--- src/rtl/reaction_timer.sv ---
// Reaction-time measurement stage: counts milliseconds while go is high,
// latches the result on the falling edge of go and tracks the best time.
module reaction_timer #(
  parameter int unsigned TICK_DIV = 50000,
  parameter int unsigned MAX_MS   = 9999
) (
  input  logic        clk,
  input  logic        reset,
  input  logic        go,
  input  logic        capture,
  input  logic        clear_best,
  output logic [15:0] elapsed_ms,
  output logic [15:0] rt_ms,
  output logic        rt_valid,
  output logic [15:0] best_ms,
  output logic        timeout,
  output logic        busy
);

  localparam int unsigned   PW       = $clog2(TICK_DIV);
  localparam logic [PW-1:0] PRE_LAST = PW'(TICK_DIV - 1);
  localparam logic [15:0]   MS_MAX   = 16'(MAX_MS);

  typedef enum logic {IDLE, RUN} state_t;

  state_t        state, state_next;
  logic          go_q;
  logic [PW-1:0] pre;
  logic [15:0]   ms_cnt;
  logic          rise, fall;

  assign rise       = go & ~go_q;
  assign fall       = ~go & go_q;
  assign elapsed_ms = ms_cnt;

  always_ff @(posedge clk) begin
    if (!reset) state <= IDLE;
    else        state <= state_next;
  end

  always_comb begin
    state_next = state;
    case (state)
      IDLE: if (rise) state_next = RUN;
      RUN:  if (!go)  state_next = IDLE;
    endcase
  end

  always_comb begin
    busy = (state == RUN);
  end

  always_ff @(posedge clk) begin
    if (!reset) begin
      go_q     <= 1'b0;
      pre      <= '0;
      ms_cnt   <= '0;
      rt_ms    <= '0;
      rt_valid <= 1'b0;
      timeout  <= 1'b0;
      best_ms  <= '1;
    end else begin
      go_q     <= go;
      rt_valid <= 1'b0;
      case (state)
        IDLE: begin
          // The rise cycle itself is the first counted cycle, hence pre starts at 1.
          if (rise) begin
            pre     <= PW'(1);
            ms_cnt  <= '0;
            timeout <= 1'b0;
          end
        end
        RUN: begin
          if (go) begin
            if (pre == PRE_LAST) begin
              pre <= '0;
              if (ms_cnt < MS_MAX) begin
                ms_cnt <= ms_cnt + 16'd1;
                if (ms_cnt + 16'd1 == MS_MAX) timeout <= 1'b1;
              end else begin
                timeout <= 1'b1;
              end
            end else begin
              pre <= pre + 1'b1;
            end
          end else if (fall && capture) begin
            rt_ms    <= ms_cnt;
            rt_valid <= 1'b1;
            if (!timeout && ms_cnt < best_ms) best_ms <= ms_cnt;
          end
        end
      endcase
      // Placed last so a clear overrides a same-cycle best update.
      if (clear_best) best_ms <= '1;
    end
  end

endmodule

--- config.mk ---
export PLATFORM = sky130hd
export DESIGN_NAME = reaction_timer
export DESIGN_NICKNAME = d
export VERILOG_FILES = /design/src/rtl/reaction_timer.sv
export SDC_FILE = /design/constraint.sdc
export NUM_CORES = 1
export LEC_CHECK = 0
export ABC_AREA = 1
export BUFFER_PORTS_ARGS = -buffer_cell sky130_fd_sc_hd__buf_2
export CAP_MARGIN = 20
export CORE_UTILIZATION = 57
export CTS_CLUSTER_SIZE = 40
export DETAILED_ROUTE_END_ITERATION = 7
export GPL_TIMING_DRIVEN = 0
export PLACE_DENSITY = 0.79
export RECOVER_POWER = 25
export SYNTH_ARGS = -nofsm -noshare
export SYNTH_HDL_FRONTEND = slang
export SYNTH_SLANG_ARGS = --single-unit
--- constraint.sdc ---
create_clock -name clk -period 2.7 [get_ports clk]
set_clock_uncertainty 0.15 [all_clocks]
set_input_delay 0.54 -clock clk [delete_from_list [all_inputs] [get_ports clk]]
set_output_delay 0.54 -clock clk [all_outputs]
set_load 0.05 [all_outputs]
**After elaboration in Yosys (flattened, before gate mapping)**

Cells that the tools add are included.

- Bitwise gates (word level): 6
- Reduce and logical (&&, ||, !) cells: 10
- Multiplexer cells: 19
- Equal/unequal tests: 7
- Order comparisons: 2
- Add/subtract/negate cells: 2

Operators by type and width:

| operator | number |
|---|---|
| two-way mux 16 bit | 7 |
| one-hot mux 16 bit (2 select lines) | 2 |
| adder 16 x 1 -> 16 bit, second input constant | 2 |
| == test 16 x 14 -> 1 bit, second input constant | 1 |
| == test 16 bit, second input constant | 1 |
| < comparator 16 x 14 -> 1 bit, second input constant | 1 |
| < comparator 16 bit | 1 |
| AND reduction 4 bit | 3 |
| two-way mux 1 bit | 8 |
| != test 2 x 1 -> 1 bit, second input constant | 2 |
| != test 2 bit, second input constant | 2 |
| inverter 1 bit | 4 |
| one-hot mux 1 bit (2 select lines) | 2 |
| != test 3 x 2 -> 1 bit, second input constant | 1 |
| AND reduction 3 bit | 1 |
| OR reduction 3 bit | 1 |
| AND 1 bit | 2 |
| logical AND 1 bit | 2 |
| AND reduction 2 bit | 1 |
| OR reduction 2 bit | 1 |
| zero test 1 bit | 1 |

- Bits in registers: 68
- Output and inout bits: 51

**Logic depth before layout (Yosys ltp)**

- Depth in word-level cells: 7
- Mapped depth: 14

**Worst setup path after synthesis**

No wires, ideal clock.

- Path type: register to register
- From: register ms_cnt[1], in the netlist elapsed_ms[1]
- To: register ms_cnt[7], in the netlist elapsed_ms[7]
- Cell stages (with the launch flop): 10
- Slack: 0.394 ns
- Data required time: 2.483 ns
- Arrival: 2.089 ns
- Buffers on the path: 1
- Setup time: 0.067 ns
- Cell sequence: dfxtp_1 > ha_1 > nand2_1 > nor2_4 > o21ai_0 > and2_4 > o21ai_4 > buf_4 > nand2_1 > a21oi_2

- Cells in the longest elaborated chain, start to end: 5

RTL lines:

| element | line | RTL |
|---|---|---|
| from (decl) | 29 | `logic [15:0] ms_cnt;` |
| from (signal assigned) | 79 | `ms_cnt <= ms_cnt + 16'd1;` |
| adder 16 x 1 -> 16 bit | 79 |  |
| two-way mux 16 bit | 78 | `if (ms_cnt < MS_MAX) begin` |
| two-way mux 16 bit | 76 | `if (pre == PRE_LAST) begin` |
| two-way mux 16 bit | 75 | `if (go) begin` |
| one-hot mux 16 bit (2 select lines) | 65 | `case (state)` |

Parallel ways exist; a longest one is shown, timed or not. The select of a mux whose other input is x is not followed.
A chain may end at the register's enable or synchronous reset.

**Worst setup path after layout**

- From: register ms_cnt[1], in the netlist elapsed_ms[1]
- To: register ms_cnt[6], in the netlist elapsed_ms[6]

Same word-level chain as after synthesis.

==> qor.yml <==
numCtsBuffers: 9
grt_antenna_before_repair: 0
layout_min_cycle_time_ps: 2350
post_cts_buffers: 0
met1_usage_pct: 43.7
p_switching_mw: 0.512
crit_fanout: 10
r2r.worst_path.cells: 9
grt_pass1_vias: 3210
p_per_area_nw_per_um2: 474
htreeDepth: 3
hpwlAfterDp_um: 7260
fin_nets: 610
finalCritPeriodShare_pct: 86.9
clk_latency_ps: 340
clockBufferDepth: 2
fin_area_um2: 4220
cts_root_buffer: "clkbuf_8"
hold_end: "go_q"
finalHoldViolations: 0
grt_pass1_wl_um: 15300
placed_cell_area_um2: 4060
grt_max_degree: 13
rsz0062_at_grt: "no"
routed_wl_um: 9780
num_rows: 28
min_path_type: "primary input to register"
hold_buffers: 0
seq_area_um2: 1360
dieArea_um2: 6790
report.final.slew_viol_count: 0
ys.warnings.count: 0
outcome: "completed"
met3_usage_pct: 4.84
netlist_area_um2: 3690
vias: 3734
ys_types: 42
ys_seq_area_share_pct: 36.9
p_leak_nw: 1.87
place_congestion: 0.998
syn_inst: 521
ant_nets: 0
clock-sinks: 68
synth_top_family_by_area: "simple AND/OR/NAND/NOR gates"
worst_pin_slew_ps: 661
cts_resized: 0
rr_endpoint: "elapsed_ms[6]"
max_freq_mhz: 426
initial_core_util_pct: 60.8
power_frac_clock_pct: 43.0
final_cell_mix: "nand2_1 (118), dfxtp_1 (68), inv_1 (58)"
hold_start: "go"
n_fill_cell: 575
synthArstFlopShare_pct: 0
synth_xor_area_share_pct: 1.19
switching_share_pct: 25.6
whs_path_depth: 3
synth-edff-count: 0
tns_ps: 0
drc: 0
maxCapViolations: 0
fp.dieH_um: 82.4
busiest_layer: "met2"
setup_viol: 0
syn_to_final_growth_pct: 14.5
vdd_drop_max_uv: 301
p_int_mw: 1.49
drt_first_pass_iters: 5
critPathLaunchType: "register"
timing.final.ws_setup_ps: 353
antenna_cells: 0
pwr-share-comb_pct: 6.0
core_area_um2: 6060
layout_commonest_cell: "nand2_1"
track_usage_pct: 30.2
met2_usage_pct: 45.8
vias_per_cell: 5.60
cts_tree: "done"
die_w_um: 82.4
avgRoutedWirePerCell_um: 14.7
arrival_ps: 2460
grt-ovfl-total: 0
ys_ff_latch: 68
reg2reg_slack_ps: 350
path_clk_slew_ps: 80
syn_nets: 544
share_seq_of_total_power_pct: 51.0
yosys.area_share.simple_pct: 32.1
critPathRequiredTime_ps: 2810
end_kind: "register"
drive_gt1_share_pct: 13.5
io_buffers: 55
ios: 56
pre_cts_ws_ps: 436
multi_input_area_um2: 1980
slew_headroom_pct: 55.9
drtIter0Drc: 322
synth_mux_area_share_pct: 0
reg2reg_from: "elapsed_ms[1]"
synth_compound_area_share_pct: 14.4
yosys.area_share.adder_pct: 6.11
path_class: "register to register"
yosys_most_used_dff: "dfxtp_1"
synth.avg_cell_area_um2: 7.07
-- cell families after synthesis --
kind of cell / count (synthesis)
simple gates: 261
compound gates: 87
buf+inv: 82
flops: 68
fa+ha+maj: 18
xor+xnor: 5
-- cell type report --
type,instances,area share (%)
multi-input combinational,371,46.9
sequential,68,32.2
inverter,65,5.78
timing repair buffer,55,5.75
clock buffer,10,3.26
buffer,17,2.28
tap,75,2.22
clock inverter,6,1.51
-- sequential cells by signal, summed over array words and instances (netlist names) --
name and count:
elapsed_ms 16, rt_ms 16, timeout 1, pre 16
busy 1, rt_valid 1, best_ms 16, go_q 1
-- cell usage after synthesis, types with 2 or more instances --
master	count	area, um2
a211oi_1	5	37.5
a21oi_1	36	180
a21oi_2	3	26.3
a22oi_1	5	37.5
buf_2	4	20.0
buf_6	3	33.8
clkbuf_1	8	30.0
dfxtp_1	68	1360
ha_1	18	225
inv_1	58	218
inv_2	7	26.3
nand2_1	118	443
nand3_1	57	285
nand3_2	5	50.1
nand4_1	8	50.1
nor2_1	47	176
nor2_2	3	18.8
nor3_1	14	70.1
o21ai_0	26	130
o21bai_1	2	15.0
o31ai_1	2	15.0
xor2_1	4	35.0
-- per-layer routing --
| metal | routed length (um) | vias to the layer above |
|---|---|---|
| li1 | - | 1855 |
| met1 | 4830 | 1729 |
| met2 | 4260 | 138 |
| met3 | 592 | 12 |
| met4 | 103 | 0 |
| met5 | 0 | - |
-- power by group through the flow --
stage                     clock (mW)  combinational, mW  sequential [mW]
after global routing           0.906              0.131             1.02
after global placement             0              0.118             1.04
after floorplan                    0             0.0654             1.06
after detailed placement           0              0.120             1.04
final                          0.861              0.121             1.02
after CTS                      0.862              0.121             1.02
-- critical path: stages (launching register included) --
cell and delay, ps:
dfxtp_1 560, ha_1 310, nand2_1 110, nor2_4 160, o21ai_0 140, and2_4 180, o21ai_4 190, buf_4 220
nand2_1 60, a21oi_1 170
-- through the flow --
step / instances / utilization (%) / hold WS [ps] / total power, mW
finish: 667 / 69.7 / 308 / 2.00
global route: 667 / 69.7 / 331 / 2.06
CTS: 667 / 70.2 / 306 / 2.00
detailed placement: 651 / 66.9 / 310 / 1.16
global placement: 651 / 66.9 / 307 / 1.16
floorplan: 521 / - / 303 / 1.13
-- how the worst max path moves through the flow --
stage             startpoint       endpoint  slack (ps)  cells after the start
2_1_floorplan  elapsed_ms[1]  elapsed_ms[7]         390                      9
3_3_place_gp   elapsed_ms[5]    best_ms[10]         470                     12
3_5_place_dp   elapsed_ms[5]    best_ms[10]         440                     12
4_1_cts        elapsed_ms[1]  elapsed_ms[6]         410                      9
5_1_grt        elapsed_ms[5]     best_ms[5]         190                     12
6_report       elapsed_ms[1]  elapsed_ms[6]         350                      9
(Power assumes the default switching activity.)
